==> config.mk <==
export PLATFORM = sky130hd
export DESIGN_NAME = seq_alu
export DESIGN_NICKNAME = d
export VERILOG_FILES = /design/src/rtl/seq_alu_pkg.sv /design/src/rtl/alu_iter.sv /design/src/rtl/seq_alu.sv
export SDC_FILE = /design/constraint.sdc
export NUM_CORES = 1
export LEC_CHECK = 0
export CELL_PAD_IN_SITES_DETAIL_PLACEMENT = 1
export CELL_PAD_IN_SITES_GLOBAL_PLACEMENT = 2
export CORE_ASPECT_RATIO = 0.7
export CORE_MARGIN = 2
export CORE_UTILIZATION = 37
export DETAILED_ROUTE_END_ITERATION = 7
export PLACE_DENSITY = 0.91
export SLEW_MARGIN = 20
export SYNTH_ARGS = -nofsm -noshare
export SYNTH_HDL_FRONTEND = slang
export SYNTH_SLANG_ARGS = --single-unit
export TNS_END_PERCENT = 1
==> constraint.sdc <==
create_clock -name clk -period 3.4 [get_ports clk]
set_clock_uncertainty 0.05 [all_clocks]
set_input_delay 0.51 -clock clk [delete_from_list [all_inputs] [get_ports clk]]
set_output_delay 0.51 -clock clk [all_outputs]
set_load 0.03 [all_outputs]
==> src/rtl/seq_alu_pkg.sv <==
// Shared core definitions for the sequential ALU: function codes, FSM states
// and the rule that decides which operations need the iterative datapath.
package seq_alu_pkg;

  localparam int FUNC_W = 3;

  typedef enum logic [FUNC_W-1:0] {
    FN_ADD = 3'd0,
    FN_SUB = 3'd1,
    FN_AND = 3'd2,
    FN_OR  = 3'd3,
    FN_XOR = 3'd4,
    FN_SLT = 3'd5,
    FN_SHL = 3'd6,
    FN_MUL = 3'd7
  } func_e;

  typedef enum logic [1:0] {
    ST_IDLE = 2'd0,
    ST_BUSY = 2'd1,
    ST_DONE = 2'd2
  } state_e;

  // A zero-distance shift completes in one cycle, like the plain logic ops.
  function automatic logic needs_iter(input func_e op, input logic shamt_nz);
    return (op == FN_MUL) || ((op == FN_SHL) && shamt_nz);
  endfunction

endpackage

==> src/rtl/alu_iter.sv <==
// Iterative datapath shared by MUL (shift-add, DW steps) and SHL (one bit per step).
// res_o/carry_o show the values after the step in progress, so the FSM captures them on the last step.
module alu_iter #(
  parameter int DW = 8
) (
  input  logic          clk,
  input  logic          rst,
  input  logic          start_i,
  input  logic          mul_i,
  input  logic [DW-1:0] a_i,
  input  logic [DW-1:0] b_i,
  output logic          last_o,
  output logic [DW-1:0] res_o,
  output logic          carry_o
);

  localparam int LG = $clog2(DW);
  localparam int CW = LG + 1;

  logic          mul_q;
  logic [DW-1:0] mc_q;
  logic [DW-1:0] hi_q;
  logic [DW-1:0] lo_q;
  logic          c_q;
  logic [CW-1:0] cnt_q;

  logic [DW:0]   sum;
  logic [DW-1:0] hi_d;
  logic [DW-1:0] lo_d;
  logic          c_d;

  // MUL keeps the multiplier in lo_q; product bits shift in from the top as it drains.
  always_comb begin
    sum  = {1'b0, hi_q} + (lo_q[0] ? {1'b0, mc_q} : '0);
    hi_d = hi_q;
    lo_d = lo_q;
    c_d  = c_q;
    if (mul_q) begin
      hi_d = sum[DW:1];
      lo_d = {sum[0], lo_q[DW-1:1]};
    end else begin
      lo_d = {lo_q[DW-2:0], 1'b0};
      c_d  = lo_q[DW-1];
    end
  end

  assign last_o  = (cnt_q == CW'(1));
  assign res_o   = lo_d;
  assign carry_o = mul_q ? (|hi_d) : c_d;

  always_ff @(posedge clk) begin
    if (rst) begin
      mul_q <= 1'b0;
      mc_q  <= '0;
      hi_q  <= '0;
      lo_q  <= '0;
      c_q   <= 1'b0;
      cnt_q <= '0;
    end else if (start_i) begin
      mul_q <= mul_i;
      mc_q  <= a_i;
      hi_q  <= '0;
      lo_q  <= mul_i ? b_i : a_i;
      c_q   <= 1'b0;
      cnt_q <= mul_i ? CW'(DW) : CW'(b_i[LG-1:0]);
    end else if (cnt_q != '0) begin
      hi_q  <= hi_d;
      lo_q  <= lo_d;
      c_q   <= c_d;
      cnt_q <= cnt_q - CW'(1);
    end
  end

endmodule

==> src/rtl/seq_alu.sv <==
// Sequential ALU top: valid/ready handshake, IDLE/BUSY/DONE control, single-cycle ops,
// and the registered result/flags; MUL and non-zero SHL run through alu_iter.
module seq_alu
  import seq_alu_pkg::*;
#(
  parameter int DW = 8,
  parameter int FW = 3
) (
  input  logic          clk,
  input  logic          rst,
  input  logic          in_valid,
  output logic          in_ready,
  input  logic [FW-1:0] func,
  input  logic [DW-1:0] a,
  input  logic [DW-1:0] b,
  output logic          out_valid,
  input  logic          out_ready,
  output logic [DW-1:0] result,
  output logic          flag_z,
  output logic          flag_c,
  output logic          flag_n
);

  localparam int LG = $clog2(DW);

  state_e        state_q;
  logic [DW-1:0] result_q;
  logic          z_q;
  logic          c_q;
  logic          n_q;

  func_e         op;
  logic          accept;
  logic          shamt_nz;
  logic          start_iter;
  logic [DW:0]   add_d;
  logic [DW:0]   sub_d;
  logic [DW-1:0] res_d;
  logic          c_d;

  logic          iter_last;
  logic [DW-1:0] iter_res;
  logic          iter_carry;

  assign op         = func_e'(func[FUNC_W-1:0]);
  assign in_ready   = (state_q == ST_IDLE) || ((state_q == ST_DONE) && out_ready);
  assign out_valid  = (state_q == ST_DONE);
  assign accept     = in_valid && in_ready;
  assign shamt_nz   = |b[LG-1:0];
  assign start_iter = accept && needs_iter(op, shamt_nz);

  always_comb begin
    res_d = '0;
    c_d   = 1'b0;
    add_d = {1'b0, a} + {1'b0, b};
    sub_d = {1'b0, a} - {1'b0, b};
    case (op)
      FN_ADD: begin
        res_d = add_d[DW-1:0];
        c_d   = add_d[DW];
      end
      FN_SUB: begin
        res_d = sub_d[DW-1:0];
        c_d   = sub_d[DW];
      end
      FN_AND: res_d = a & b;
      FN_OR:  res_d = a | b;
      FN_XOR: res_d = a ^ b;
      FN_SLT: res_d = {{(DW-1){1'b0}}, ($signed(a) < $signed(b))};
      FN_SHL: res_d = a;
      default: ;
    endcase
  end

  alu_iter #(.DW(DW)) u_iter (
    .clk     (clk),
    .rst     (rst),
    .start_i (start_iter),
    .mul_i   (op == FN_MUL),
    .a_i     (a),
    .b_i     (b),
    .last_o  (iter_last),
    .res_o   (iter_res),
    .carry_o (iter_carry)
  );

  // DONE accepts a new op in the same edge it hands off, so IDLE and DONE share one branch.
  always_ff @(posedge clk) begin
    if (rst) begin
      state_q  <= ST_IDLE;
      result_q <= '0;
      z_q      <= 1'b0;
      c_q      <= 1'b0;
      n_q      <= 1'b0;
    end else begin
      case (state_q)
        ST_IDLE, ST_DONE: begin
          if (accept) begin
            if (start_iter) begin
              state_q <= ST_BUSY;
            end else begin
              state_q  <= ST_DONE;
              result_q <= res_d;
              c_q      <= c_d;
              z_q      <= (res_d == '0);
              n_q      <= res_d[DW-1];
            end
          end else if ((state_q == ST_DONE) && out_ready) begin
            state_q <= ST_IDLE;
          end
        end
        ST_BUSY: begin
          if (iter_last) begin
            state_q  <= ST_DONE;
            result_q <= iter_res;
            c_q      <= iter_carry;
            z_q      <= (iter_res == '0);
            n_q      <= iter_res[DW-1];
          end
        end
        default: state_q <= ST_IDLE;
      endcase
    end
  end

  assign result = result_q;
  assign flag_z = z_q;
  assign flag_c = c_q;
  assign flag_n = n_q;

endmodule

### Yosys cells after proc, flatten, opt, wreduce, memory -nomap -nowiden

Cells that the tools add are included.

* register bits: 43
* input port bits: 23
* output and inout port bits: 13
* logic and storage cells: 86

* $add $sub $neg: 4
* order comparisons: 1
* equality and inequality tests: 14
* multiplexer cells: 34
* bitwise operators: 3
* reduce and logical (&&, ||, !) cells: 19

Operators by type and width (number)
* 8-bit 2-to-1 mux: 9
* 8-bit case mux with 7 select lines: 1
* 8-bit logical NOT: 2
* 8-bit case mux with 2 select lines: 1
* 3-bit equality test (second input constant): 4
* 4-bit 2-to-1 mux: 3
* 1-bit 2-to-1 mux: 11
* 8-bit by 8-bit adder with 9-bit output: 1
* 8-bit by 9-bit adder with 9-bit output: 1
* 8-bit by 8-bit subtractor with 9-bit output: 1
* 8-bit bitwise AND: 1
* 8-bit less-than comparator: 1
* 2-bit 2-to-1 mux: 4
* 8-bit bitwise OR: 1
* 1-bit case mux with 2 select lines: 4
* 8-bit OR reduction: 1
* 8-bit XOR: 1
* 3-bit by 2-bit equality test with 1-bit output (second input constant): 2
* 2-bit inequality test (second input constant): 3
* 4-bit by 1-bit equality test with 1-bit output (second input constant): 1
* 1-bit logical AND: 4
* 2-bit case mux with 2 select lines: 1
* 4-bit AND reduction: 1
* 2-bit nonzero test: 2
* other kinds (12): 14

### Longest topological paths before layout

* depth in word-level cells: 8
* depth in mapped cells: 11
* depth with buffers taken out: 11

### By module

A second synthesis with hierarchy kept.

* cell total of the unflattened synthesis: 489
* area, all modules: 3854.9 um^2

By module, submodules not included
* seq_alu: instances 1, cells an instance 263, area an instance 1991.9 um^2, sequential area each 240.2 um^2
* alu_iter: instances 1, cells an instance 226, area an instance 1863.0 um^2, sequential area each 580.6 um^2

### Least setup slack after synthesis

Ideal clock, no wire load.

* path type: input-to-reg
* start point: in a[0]
* end point: reg z_q (netlist: flag_z)
* setup time: 0.078 ns
* arrival: 2.345 ns
* required time: 3.272 ns
* slack: 0.928 ns
* cell stages on the path: 11
* buffers on the path: 0
* cells stage by stage: inv_1 -> ha_1 -> inv_1 -> fa_1 -> nand2b_4 -> a2111o_1 -> a31oi_4 -> o21ai_2 -> a2111oi_4 -> a31oi_1 -> nor3_1

* cells in the longest elaborated chain, start to end: 6
* elaborated cells on any way between the ends: 11
* classes of those cells: add/sub (2); order compare (1); mux (4); bitwise (3); reduce/logical (1)

RTL lines
* from (decl): RTL line seq_alu.sv:14 `input logic [DW-1:0] a,`
* 8-bit by 8-bit subtractor with 9-bit output (tied with other cells): RTL line seq_alu.sv:56 `sub_d = {1'b0, a} - {1'b0, b};`
* 8-bit case mux with 7 select lines (*): RTL line seq_alu.sv:57 `case (op)`
* 8-bit logical NOT (*): RTL line seq_alu.sv:105 `z_q <= (res_d == '0);`
* 1-bit 2-to-1 mux (*): RTL line seq_alu.sv:99 `if (start_iter) begin`
* 1-bit 2-to-1 mux (*): RTL line seq_alu.sv:98 `if (accept) begin`
* 1-bit case mux with 2 select lines (*): RTL line seq_alu.sv:96 `case (state_q)`
* to (signal assigned): RTL line seq_alu.sv:105
* to (signal assigned): RTL line seq_alu.sv:117 `z_q <= (iter_res == '0);`
* to (decl): RTL line seq_alu.sv:28 `logic z_q;`

Every way passes the cells marked *; elsewhere a longest branch is shown, timed or not. The select of a mux whose other input is x is not followed.
A chain may end at the register's enable or synchronous reset.

### Worst setup path after layout

* start point: in a[0]
* end point: reg result_q[6] (netlist: result[6])

* cells in the longest elaborated chain, start to end: 5
* elaborated cells on any way between the ends: 6
* classes of those cells: add/sub (2); mux (4)

RTL lines
* 8-bit by 8-bit subtractor with 9-bit output / 8-bit by 8-bit adder with 9-bit output (equally long branches): RTL line seq_alu.sv:56, seq_alu.sv:55
* 8-bit case mux with 7 select lines (*): RTL line seq_alu.sv:57
* 8-bit 2-to-1 mux (*): RTL line seq_alu.sv:99
* 8-bit 2-to-1 mux (*): RTL line seq_alu.sv:98
* 8-bit case mux with 2 select lines (*): RTL line seq_alu.sv:96
* to (signal assigned): RTL line seq_alu.sv:103 `result_q <= res_d;`
* to (signal assigned): RTL line seq_alu.sv:115 `result_q <= iter_res;`
* to (decl): RTL line seq_alu.sv:27 `logic [DW-1:0] result_q;`

Marked as above.

==> impl_metrics.tcl <==
set metrics [dict create \
    synthCells 495 \
    rows 30 \
    overflow 0 \
    cts_resized 0 \
    path_class "input port to flip-flop" \
    final-setup-viol-count 0 \
    synth_fp_nets 558 \
    port_buffers 35 \
    ys_ff_latch 41 \
    grt_pass1_vias 3834 \
    crit_path_end "result[6]" \
    maxSlewViolCount 0 \
    via_count 3822 \
    area_delta_synth_final_pct 20.77 \
    cts_buffers 5 \
    setup_tns_ps 0 \
    rsz0062_at_grt "no" \
    finalCriticalPeriod_ps 3032 \
    die_area_sq_um 10910 \
    h-tree-depth 2 \
    startpoint "a[0]" \
    worstHoldPathType "flip-flop to flip-flop" \
    leakage_nw 1.836 \
    grt_start_max_net_pins 30 \
    syn_area_sq_um 3729 \
    swShare 0.3568 \
    ctsHoldBuffers 0 \
    fin_crit_sh 0.8919 \
    io_pins 36 \
    antenna_found_initial 0 \
    hold_viol 0 \
    clock.fmax_mhz 329.8 \
    drt_first_pass_iters 4 \
    antenna-diode-count 0 \
    gp_congestion 0.9468 \
    p_seq_frac 0.314 \
    ys_warn_count 0 \
    drive_gt1_frac 0.08955 \
    r2r_slack_ps 500 \
    r2r-end "flag_c" \
    clockPowerShare 0.306 \
    start_util 0.3821 \
    status "finished, final reports clean" \
    p_per_area_nw_per_um2 407.9 \
    arrival_ps 3140 \
    ys_types 67 \
    p_switching_mw 0.6553 \
    post_cts_buffers 0 \
    startpoint_type "input port" \
    synth_edf_count 0 \
    required_ps 3510 \
    layout_commonest_cell "nor2_1" \
    worst_pin_slew_ps 1063 \
    gr-usage-all-layers 0.2416 \
    clock_path_buffers 2 \
    end_kind "flip-flop" \
    comb_power_share 0.380 \
    core_sq_um 9759 \
    yosysSeqAreaShare 0.2201 \
    avgSynthCellArea_sq_um 7.532 \
    r2r_start "u_iter.lo_q[0]" \
    postLayoutCoreUtil 0.4614 \
    p_int_mw 1.181 \
    cp_max_fo 5 \
    drt-initial-drc-count 302 \
    vdd.ir_drop.worst_mv 0.3119 \
    viasPerCell 5.756 \
    rr_worst_depth 11 \
    async_flop_share 0 \
    die_h_um 87.99 \
    cts_root_buffer "clkbuf_16" \
    holdWs_ps 408.5 \
    nNetsFinal 598 \
    clk_pin_slew_ps 60 \
    power.total_mw 1.837 \
    clock_latency_ps 280 \
    drt_wl_total_um 12530 \
    post_drt_wl_per_cell_um 18.87 \
    drc 0 \
    placed_area_sq_um 4330 \
    dieWidth_um 124.0 \
    cts_sinks 41 \
    synth_ff_type "dfxtp_1" \
    place_hpwl_um 9996 \
    final_cell_mix "55 x nor2_1, 51 x a21oi_1, 48 x nand2_1" \
    detail-route-antenna-nets 0 \
    cts_tree "yes" \
    max_cap_viol_count 0 \
    fin_area_sq_um 4503 \
    max-slew-margin-rel 0.2915 \
    grt_pass1_wl_um 20360 \
]
worst max-delay path, stage by stage:
cell             delay, ps
clkdlybuf4s50_1        560
inv_1                  100
ha_1                   220
inv_1                   70
fa_1                   240
nand2b_4                80
a2111o_1               500
nand4b_1               140
a21oi_1                 80
nor4_2                 390
a211o_1                190
a21oi_1                 70
stage by stage:
| stage | std cells | worst slack [ps] |
|---|---|---|
| floorplan | 495 | 927.7 |
| global placement | 656 | 153.7 |
| detailed placement | 656 | 101.3 |
| CTS | 664 | 390.1 |
| global route | 664 | 162.7 |
| finish | 664 | 367.5 |
cell type report:
class / count / area, sq um
timing repair buffer: 63 / 573.1
tap: 128 / 160.2
clock inverter: 1 / 30.03
inverter: 30 / 112.6
sequential: 41 / 820.8
fill: 1221 / 5256
clock buffer: 7 / 142.6
multi-input combinational: 394 / 2664
registers in the layout, summed over array words and instances, names as in the netlist:
name and count:
u_iter.lo_q 8, flag_c 1, u_iter.mul_q 1, result 8, flag_z 1, u_iter.mc_q 8, u_iter.cnt_q 4, state_q 2
u_iter.hi_q 8
metal layers:
metal	GRT usage	routed length (um)
met5	0	0
met4	0.03269	109
met3	0.04753	685
met2	0.3636	5270
met1	0.3639	6463
Yosys cell counts (3+ instances only):
cell	number	area share
nor2_1	55	0.055
a21oi_1	51	0.068
nand2_1	48	0.048
dfxtp_1	41	0.22
ha_1	37	0.12
inv_1	30	0.030
a211oi_1	23	0.046
clkbuf_1	18	0.018
nand3_1	17	0.023
nor3_1	15	0.020
mux2i_1	14	0.038
and2_1	12	0.020
o21ai_0	12	0.016
nor2b_1	10	0.017
buf_2	8	0.011
nand2b_1	7	0.012
a211o_1	6	0.014
a31oi_1	6	0.010
a2111oi_0	5	0.012
o221ai_1	5	0.012
o21bai_1	4	0.0081
a21o_1	3	0.0060
a22oi_1	3	0.0060
fa_1	3	0.016
or2_2	3	0.0050
xnor2_1	3	0.0070
xor2_1	3	0.0070
how the worst min path moves through the flow:
| stage | from | end | depth (start not counted) |
|---|---|---|---|
| floorplan | u_iter.mc_q[0] | u_iter.mc_q[0] | 2 |
| global placement | u_iter.mc_q[0] | u_iter.mc_q[0] | 2 |
| detailed placement | u_iter.mc_q[7] | u_iter.mc_q[7] | 2 |
| CTS | result[0] | result[0] | 2 |
| global route | result[0] | result[0] | 2 |
| finish | result[0] | result[0] | 2 |
logic make-up after synthesis:
logic type                 share of synthesized area
and+or+nand+nor                               0.2376
AOI/OAI and AO/OA                             0.2849
buffers and inverters                        0.06543
DFF                                           0.2201
adders and majority gates                     0.1403
muxes                                        0.03758
xor gates and xnor gates                     0.01410
power by group through the flow:
stage               Combinational, mW  Clock, mW  Sequential (mW)
detailed placement              0.694          0            0.585
floorplan                       0.445          0            0.596
global placement                0.672          0            0.583
CTS                             0.696      0.569            0.576
global route                    0.777      0.588            0.582
finish                          0.698      0.562            0.576
No activity file was read; power rests on OpenSTA's default activity.
